===== config.mk =====
export PLATFORM = sky130hd
export DESIGN_NAME = mbscore_bus_arbiter_flat
export DESIGN_NICKNAME = d
export VERILOG_FILES = /design/src/rtl/mbscore_bus_arbiter_pkg.sv /design/src/rtl/mbscore_bus_arbiter_if.sv /design/src/rtl/mbscore_bus_arbiter_prio.sv /design/src/rtl/mbscore_bus_arbiter.sv /design/src/flat_wrapper.sv
export SDC_FILE = /design/constraint.sdc
export NUM_CORES = 1
export LEC_CHECK = 0
export CORE_MARGIN = 2
export CORE_UTILIZATION = 46
export CTS_BUF_LIST = sky130_fd_sc_hd__clkbuf_2
export DETAILED_ROUTE_END_ITERATION = 7
export PLACE_DENSITY = 0.93
export SYNTH_ARGS = -nofsm -noshare
export SYNTH_HDL_FRONTEND = slang
export SYNTH_SLANG_ARGS = --single-unit

===== constraint.sdc =====
create_clock -name clk -period 7.8 [get_ports clk]
set_clock_uncertainty 0.05 [all_clocks]
set_input_delay 1.56 -clock clk [delete_from_list [all_inputs] [get_ports clk]]
set_output_delay 1.56 -clock clk [all_outputs]
set_load 0.005 [all_outputs]

===== src/rtl/mbscore_bus_arbiter_pkg.sv =====
// Shared types and constants for the MBScore bus arbiter.
// The optional round-robin arbitration is selected with MBSCORE_BUS_RR_EN.
package mbscore_bus_arbiter_pkg;

    localparam int DEFAULT_DATA_WIDTH  = 32;
    localparam int DEFAULT_ADDR_WIDTH  = 32;
    localparam int DEFAULT_NUM_MASTERS = 2;

    typedef enum logic [1:0] {
        ST_IDLE   = 2'd0,
        ST_ACCESS = 2'd1,
        ST_WAIT   = 2'd2,
        ST_RESP   = 2'd3
    } bus_state_e;

    function automatic logic state_busy(input bus_state_e s);
        return s != ST_IDLE;
    endfunction

    function automatic int rr_pos(input int base, input int step, input int n);
        return (base + step) % n;
    endfunction

endpackage


===== src/rtl/mbscore_bus_arbiter_if.sv =====
// Master-side request/response bus plus the single-port RAM bus of the arbiter.
interface mbscore_bus_arbiter_if
    import mbscore_bus_arbiter_pkg::*;
#(
    parameter int DATA_WIDTH  = DEFAULT_DATA_WIDTH,
    parameter int ADDR_WIDTH  = DEFAULT_ADDR_WIDTH,
    parameter int NUM_MASTERS = DEFAULT_NUM_MASTERS
);

    logic [NUM_MASTERS-1:0]            m_req;
    logic [NUM_MASTERS-1:0]            m_we;
    logic [NUM_MASTERS*ADDR_WIDTH-1:0] m_addr;
    logic [NUM_MASTERS*DATA_WIDTH-1:0] m_wdata;
    logic [NUM_MASTERS-1:0]            m_gnt;
    logic [NUM_MASTERS-1:0]            m_rvalid;
    logic [DATA_WIDTH-1:0]             m_rdata;
    logic [ADDR_WIDTH-1:0]             ram_addr;
    logic                              ram_re;
    logic                              ram_we;
    logic [DATA_WIDTH-1:0]             ram_wdata;
    logic [DATA_WIDTH-1:0]             ram_rdata;
    logic                              busy;

    modport slave (
        input  m_req, m_we, m_addr, m_wdata, ram_rdata,
        output m_gnt, m_rvalid, m_rdata, ram_addr, ram_re, ram_we, ram_wdata, busy
    );

    modport master (
        output m_req, m_we, m_addr, m_wdata, ram_rdata,
        input  m_gnt, m_rvalid, m_rdata, ram_addr, ram_re, ram_we, ram_wdata, busy
    );

endinterface


===== src/rtl/mbscore_bus_arbiter_prio.sv =====
// Request arbiter: fixed priority (highest index wins) by default,
// round-robin with a registered last-winner pointer when MBSCORE_BUS_RR_EN is defined.
module mbscore_bus_arbiter_prio
    import mbscore_bus_arbiter_pkg::*;
#(
    parameter int NUM_MASTERS = DEFAULT_NUM_MASTERS,
    parameter int IDX_W       = $clog2(NUM_MASTERS)
) (
`ifdef MBSCORE_BUS_RR_EN
    input  logic                   clk,
    input  logic                   rst,
    input  logic                   advance_i,
`endif
    input  logic [NUM_MASTERS-1:0] req_i,
    output logic [NUM_MASTERS-1:0] gnt_o,
    output logic [IDX_W-1:0]       idx_o,
    output logic                   any_o
);

    localparam logic [NUM_MASTERS-1:0] ONE = {{(NUM_MASTERS-1){1'b0}}, 1'b1};

    logic [IDX_W-1:0] idx_s;

`ifdef MBSCORE_BUS_RR_EN
    logic [IDX_W-1:0] ptr_q;

    // Search downward so the index right after the last winner is assigned last and wins.
    always_comb begin
        idx_s = '0;
        for (int k = NUM_MASTERS; k >= 1; k--) begin
            idx_s = req_i[IDX_W'(rr_pos(int'(ptr_q), k, NUM_MASTERS))]
                  ? IDX_W'(rr_pos(int'(ptr_q), k, NUM_MASTERS)) : idx_s;
        end
    end

    // Last-winner pointer; reset value makes master 0 the first winner.
    always_ff @(posedge clk or posedge rst) begin
        if (rst) begin
            ptr_q <= IDX_W'(NUM_MASTERS - 1);
        end else if (advance_i && any_o) begin
            ptr_q <= idx_s;
        end else begin
            ptr_q <= ptr_q;
        end
    end
`else
    // Fixed priority: later (higher) indices overwrite earlier ones.
    always_comb begin
        idx_s = '0;
        for (int i = 0; i < NUM_MASTERS; i++) begin
            idx_s = req_i[i] ? IDX_W'(i) : idx_s;
        end
    end
`endif

    assign any_o = |req_i;
    assign idx_o = idx_s;
    assign gnt_o = any_o ? (ONE << idx_s) : '0;

endmodule


===== src/rtl/mbscore_bus_arbiter.sv =====
// Multi-master to single-port RAM arbiter: IDLE -> ACCESS -> [WAIT] -> RESP.
// Arbitration mode is selected in the prio sub-module by MBSCORE_BUS_RR_EN.
module mbscore_bus_arbiter
    import mbscore_bus_arbiter_pkg::*;
#(
    parameter int DATA_WIDTH  = DEFAULT_DATA_WIDTH,
    parameter int ADDR_WIDTH  = DEFAULT_ADDR_WIDTH,
    parameter int NUM_MASTERS = DEFAULT_NUM_MASTERS,
    parameter int RAM_LATENCY = 1
) (
    input  logic                 clk,
    input  logic                 rst,
    mbscore_bus_arbiter_if.slave bus
);

    localparam int IDX_W = $clog2(NUM_MASTERS);
    localparam logic [1:0] LAST_WAIT = 2'(RAM_LATENCY - 2);
    localparam logic [NUM_MASTERS-1:0] ONE = {{(NUM_MASTERS-1){1'b0}}, 1'b1};

    bus_state_e state_q, state_d;
    // ACCESS spans two cycles: the grant cycle (0) and the RAM strobe cycle (1).
    logic                   issue_q, issue_d;
    logic [1:0]             cnt_q, cnt_d;
    logic [IDX_W-1:0]       owner_q, owner_d;
    logic                   we_q, we_d;
    logic [ADDR_WIDTH-1:0]  addr_q, addr_d;
    logic [DATA_WIDTH-1:0]  wdata_q, wdata_d;

    logic [NUM_MASTERS-1:0] gnt_q, gnt_d;
    logic [NUM_MASTERS-1:0] rvalid_q, rvalid_d;
    logic [DATA_WIDTH-1:0]  rdata_q, rdata_d;
    logic [ADDR_WIDTH-1:0]  ram_addr_q, ram_addr_d;
    logic [DATA_WIDTH-1:0]  ram_wdata_q, ram_wdata_d;
    logic                   ram_re_q, ram_re_d;
    logic                   ram_we_q, ram_we_d;
    logic                   busy_q, busy_d;

    logic [NUM_MASTERS-1:0] win_gnt_s;
    logic [IDX_W-1:0]       win_idx_s;
    logic                   win_any_s;
    logic                   take_s;
    logic                   strobe_s;

    mbscore_bus_arbiter_prio #(
        .NUM_MASTERS (NUM_MASTERS),
        .IDX_W       (IDX_W)
    ) u_prio (
`ifdef MBSCORE_BUS_RR_EN
        .clk       (clk),
        .rst       (rst),
        .advance_i (state_q == ST_IDLE),
`endif
        .req_i     (bus.m_req),
        .gnt_o     (win_gnt_s),
        .idx_o     (win_idx_s),
        .any_o     (win_any_s)
    );

    assign take_s   = (state_q == ST_IDLE) && win_any_s;
    assign strobe_s = (state_q == ST_ACCESS) && !issue_q;

    // State, latched request and registered outputs.
    always_ff @(posedge clk or posedge rst) begin
        if (rst) begin
            state_q     <= ST_IDLE;
            issue_q     <= 1'b0;
            cnt_q       <= 2'd0;
            owner_q     <= '0;
            we_q        <= 1'b0;
            addr_q      <= '0;
            wdata_q     <= '0;
            gnt_q       <= '0;
            rvalid_q    <= '0;
            rdata_q     <= '0;
            ram_addr_q  <= '0;
            ram_wdata_q <= '0;
            ram_re_q    <= 1'b0;
            ram_we_q    <= 1'b0;
            busy_q      <= 1'b0;
        end else begin
            state_q     <= state_d;
            issue_q     <= issue_d;
            cnt_q       <= cnt_d;
            owner_q     <= owner_d;
            we_q        <= we_d;
            addr_q      <= addr_d;
            wdata_q     <= wdata_d;
            gnt_q       <= gnt_d;
            rvalid_q    <= rvalid_d;
            rdata_q     <= rdata_d;
            ram_addr_q  <= ram_addr_d;
            ram_wdata_q <= ram_wdata_d;
            ram_re_q    <= ram_re_d;
            ram_we_q    <= ram_we_d;
            busy_q      <= busy_d;
        end
    end

    // Next-state and request-latch logic.
    always_comb begin
        state_d = state_q;
        issue_d = issue_q;
        cnt_d   = cnt_q;
        owner_d = owner_q;
        we_d    = we_q;
        addr_d  = addr_q;
        wdata_d = wdata_q;
        case (state_q)
            ST_IDLE: begin
                if (win_any_s) begin
                    state_d = ST_ACCESS;
                    issue_d = 1'b0;
                    owner_d = win_idx_s;
                    we_d    = bus.m_we[win_idx_s];
                    addr_d  = bus.m_addr[int'(win_idx_s) * ADDR_WIDTH +: ADDR_WIDTH];
                    wdata_d = bus.m_wdata[int'(win_idx_s) * DATA_WIDTH +: DATA_WIDTH];
                end else begin
                    state_d = ST_IDLE;
                end
            end
            ST_ACCESS: begin
                if (!issue_q) begin
                    issue_d = 1'b1;
                end else if (we_q) begin
                    state_d = ST_IDLE;
                end else if (RAM_LATENCY == 1) begin
                    state_d = ST_RESP;
                end else begin
                    state_d = ST_WAIT;
                    cnt_d   = 2'd0;
                end
            end
            ST_WAIT: begin
                if (cnt_q == LAST_WAIT) begin
                    state_d = ST_RESP;
                end else begin
                    cnt_d = cnt_q + 2'd1;
                end
            end
            ST_RESP: begin
                state_d = ST_IDLE;
            end
            default: begin
                state_d = ST_IDLE;
            end
        endcase
    end

    // Output next values, registered in the same flop bank as the state.
    always_comb begin
        gnt_d       = take_s ? win_gnt_s : '0;
        ram_re_d    = strobe_s && !we_q;
        ram_we_d    = strobe_s && we_q;
        ram_addr_d  = strobe_s ? addr_q : ram_addr_q;
        ram_wdata_d = strobe_s ? wdata_q : ram_wdata_q;
        rvalid_d    = (state_q == ST_RESP) ? (ONE << owner_q) : '0;
        rdata_d     = (state_q == ST_RESP) ? bus.ram_rdata : rdata_q;
        busy_d      = state_busy(state_d);
    end

    assign bus.m_gnt     = gnt_q;
    assign bus.m_rvalid  = rvalid_q;
    assign bus.m_rdata   = rdata_q;
    assign bus.ram_addr  = ram_addr_q;
    assign bus.ram_wdata = ram_wdata_q;
    assign bus.ram_re    = ram_re_q;
    assign bus.ram_we    = ram_we_q;
    assign bus.busy      = busy_q;

endmodule

===== src/flat_wrapper.sv =====
// flat-port wrapper written by rule: the top's interface ports become plain ports
module mbscore_bus_arbiter_flat import mbscore_bus_arbiter_pkg::*;
#(
    parameter int DATA_WIDTH  = DEFAULT_DATA_WIDTH,
    parameter int ADDR_WIDTH  = DEFAULT_ADDR_WIDTH,
    parameter int NUM_MASTERS = DEFAULT_NUM_MASTERS,
    parameter int RAM_LATENCY = 1
)
  (clk, rst, bus_m_req, bus_m_we, bus_m_addr, bus_m_wdata, bus_ram_rdata, bus_m_gnt, bus_m_rvalid, bus_m_rdata, bus_ram_addr, bus_ram_re, bus_ram_we, bus_ram_wdata, bus_busy);
  mbscore_bus_arbiter_if #(.DATA_WIDTH(DATA_WIDTH), .ADDR_WIDTH(ADDR_WIDTH), .NUM_MASTERS(NUM_MASTERS)) bus_i ();
  input  logic clk;
  input  logic rst;
  input wire logic [$bits(bus_i.m_req)-1:0] bus_m_req;
  input wire logic [$bits(bus_i.m_we)-1:0] bus_m_we;
  input wire logic [$bits(bus_i.m_addr)-1:0] bus_m_addr;
  input wire logic [$bits(bus_i.m_wdata)-1:0] bus_m_wdata;
  input wire logic [$bits(bus_i.ram_rdata)-1:0] bus_ram_rdata;
  output wire logic [$bits(bus_i.m_gnt)-1:0] bus_m_gnt;
  output wire logic [$bits(bus_i.m_rvalid)-1:0] bus_m_rvalid;
  output wire logic [$bits(bus_i.m_rdata)-1:0] bus_m_rdata;
  output wire logic [$bits(bus_i.ram_addr)-1:0] bus_ram_addr;
  output wire logic [$bits(bus_i.ram_re)-1:0] bus_ram_re;
  output wire logic [$bits(bus_i.ram_we)-1:0] bus_ram_we;
  output wire logic [$bits(bus_i.ram_wdata)-1:0] bus_ram_wdata;
  output wire logic [$bits(bus_i.busy)-1:0] bus_busy;
  assign bus_i.m_req = bus_m_req;
  assign bus_i.m_we = bus_m_we;
  assign bus_i.m_addr = bus_m_addr;
  assign bus_i.m_wdata = bus_m_wdata;
  assign bus_i.ram_rdata = bus_ram_rdata;
  assign bus_m_gnt = bus_i.m_gnt;
  assign bus_m_rvalid = bus_i.m_rvalid;
  assign bus_m_rdata = bus_i.m_rdata;
  assign bus_ram_addr = bus_i.ram_addr;
  assign bus_ram_re = bus_i.ram_re;
  assign bus_ram_we = bus_i.ram_we;
  assign bus_ram_wdata = bus_i.ram_wdata;
  assign bus_busy = bus_i.busy;
  mbscore_bus_arbiter #(.DATA_WIDTH(DATA_WIDTH), .ADDR_WIDTH(ADDR_WIDTH), .NUM_MASTERS(NUM_MASTERS), .RAM_LATENCY(RAM_LATENCY)) u_core (.clk(clk), .rst(rst), .bus(bus_i));
endmodule

==> impl_results.md <==
- Hold Path Class: flop to flop
- Share of the synthesized area in the top cell type: 58.2%
- GRT Total Usage: 19.8%
- Max_cap viols: 0
- Fin Setup TNS: 0 ns
- Final Hold Fails: 0
- CP Max Fanout: 69
- Leakage dissipation: 4.41 nW
- Reg2Reg Capture Point: u_core.bus.ram_wdata[31]
- Startpoint types: primary input
- Yosys reg bits: 174
- Hold EP: u_core.bus.m_rvalid[0]
- DRC Markers: 0
- Largest net degree at the start of global routing: 97
- First DRT Iteration DRCs: 173
- IO Pins: 269
- Slowest cell delay on critical path: 0.80 ns
- Yosys warns: 0
- Final setup viols: 0
- Die X-Extent: 132 um
- Reg2Reg Setup Slack: 4.97 ns
- Pre-CTS setup slack: 3.53 ns
- Most frequent cells in the layout: 267 x clkdlybuf4s50_1, 175 x mux2_2, 174 x dfrtp_1
- Crit. End Element: flop
- Sink Count: 174
- Filler cell count: 1114
- CP Cell Sequence: buf_2 -> buf_4 -> o21a_2 -> buf_4 -> mux2_2
- TritonCTS Buffers: 17
- Share of cells above drive strength 1: 35.3%
- Clock Latency Late Sink: 0.71 ns
- Total Power: 3.77 mW
- Cell Count, Final, Fillers Out: 949
- Final slew viol count: 0
- Min-delay src: u_core.owner_q
- Worst slew pin tran: 1.28 ns
- Reg2reg path depth: 4
- Number of cell rows: 46
- Synth area leader: dfrtp_1
- Crit-path most repeated cell: buf_4
- RSZ-0062 raised after global routing: no
- DRT Wirelength: 16400 um
- Router iterations before antenna repair: 4
- Antenna violations before repair: 0
- Period utilization: 45.1%
- Min-Delay Path Depth: 1
- Crit Path Category: primary input to flop
- CTS tree: done
- Synth Cell Area: 7480 um2
- Syn avg cell area: 16.5 um2
- Final min period: 3.52 ns
- Register area share after synthesis: 58.2%
- Wirelength per Cell: 17.2 um
- GR Overflow Total: 0
- Pwr dens: 359 nW/um2
- I/O Buffers: 268
- Worst Slack Setup Final: 4.28 ns
- Critical-path top delay cell: o21a_2
- First-pass GRT wire length: 26700 um
- Initial core utilization: 47.1%
- Worst vdd ir: 184 uV
- Crit path required time: 8.37 ns
- Max Clock Freq: 284 MHz
- Fin nets: 887
- Via count: 4656
- CTS Buffer Depth: 2
- Die area: 17300 um2
- Vias in the first global route: 5146
- Core Region: 15900 um2
- Root Buffer: clkbuf_2
- H-tree levels: 4
- Arrival time at the worst endpoint: 4.09 ns
- Hold-fix buffers, CTS: 0
- Post-CTS setup buffers: 0
- Resized cells post-CTS: 0
- Outcome: finished clean
- Remaining antenna violation count after routing: 0
- Chip Height: 132 um
- Synth-to-layout area growth: 40.5%
- Worst-path clk slew: 0.21 ns
- DR vias/cell: 4.91
- Final Wtd Congestion: 0.773
- Max-slew headroom: 14.4%
- Cells after Synth: 454
- Post-Synthesis Net Count: 621
- Synth cell types: 24
- DP HPWL: 11900 um
- Top cells by area, synth: dfrtp_1 58%, mux2_2 26%, mux2_4 9.8%
- Worst r2r src: u_core.state_q[1]
- Ant. Diodes: 0
- Dpl cells: 917
- Most common cell after layout, fill and taps aside: clkdlybuf4s50_1
[cell usage after synthesis]
master	number
mux2_2	175
o21ai_0	2
o211ai_1	1
buf_2	6
nand3_1	1
o21a_1	1
ha_1	1
nor2_2	1
clkbuf_1	3
nand2b_1	3
nor2_1	3
mux2_4	49
nor2b_1	1
dfrtp_1	174
nor4b_1	1
inv_1	2
buf_6	16
a21o_1	2
nor3_1	1
and3_1	1
xor2_1	1
and2_1	2
mux2_1	3
nand2_1	4
[registers in the layout, summed over array words and instances (netlist names)]
name	cells
u_core.bus.ram_re	1
u_core.we_q	1
u_core.bus.m_rvalid	2
u_core.bus.ram_we	1
u_core.bus.ram_addr	32
u_core.bus.busy	1
u_core.issue_q	1
u_core.bus.m_rdata	32
u_core.state_q	2
u_core.owner_q	1
u_core.bus.ram_wdata	32
u_core.cnt_q	2
u_core.wdata_q	32
u_core.addr_q	32
u_core.bus.m_gnt	2
[critical path, delay by kind of cell]
family	cells	cell delay, ns
buffers and inverters	3	1.24
AO/OA/AOI/OAI	1	0.80
multiplexers	1	0.39
[logic make-up after synthesis]
logic type / synth area share, %
multiplexers: 36.6
AND/OR/NAND/NOR: 1.27
buffers and inverters: 3.06
adder cells (fa/ha/maj): 0.167
flip-flops: 58.2
AO/OA/AOI/OAI: 0.535
XOR/XNOR: 0.117
[worst max path at each step]
stage | start | endpoint | cells after the start
after detailed placement | bus_m_req[1] | u_core.addr_q[24] | 5
after global placement | bus_m_req[1] | u_core.addr_q[3] | 5
after floorplan | rst | u_core.addr_q[0] | 1
after CTS | bus_m_req[1] | u_core.addr_q[15] | 5
after global routing | bus_m_req[1] | u_core.addr_q[31] | 5
final | bus_m_req[1] | u_core.addr_q[3] | 5
[routing by layer]
metal	routed length, um	vias to the layer above	track usage [%]
met5	0	-	0
met4	333	0	7.13
met3	1070	27	6.40
met2	8180	190	32.6
met1	6760	2304	24.4
li1	-	2135	-
[layout make-up]
cell class | instances | area, um2 | area share (%)
Clock inverter | 13 | 170 | 1.62
Inverter | 2 | 12.5 | 0.119
Sequential cell | 174 | 4350 | 41.4
Timing Repair Buffer | 272 | 2710 | 25.8
Clock buffer | 19 | 95.1 | 0.905
Multi-Input combinational cell | 253 | 2900 | 27.6
Tap cell | 216 | 270 | 2.57
[stage by stage]
step	utilization (%)	hold WS [ns]	instance area [um2]
global route	66.2	0.454	10500
finish	66.2	0.411	10500
floorplan	-	0.369	7480
detailed placement	64.5	0.394	10200
global placement	64.5	0.383	10200
CTS	66.2	0.430	10500
[power by group]
part           internal (mW)  switching, mW  total, mW
logic                   1.14          0.505       1.65
registers               1.36          0.268       1.62
clock network          0.209          0.292      0.501
total                   2.71           1.06       3.77
Note: power is estimated with default switching activity, not from simulation.
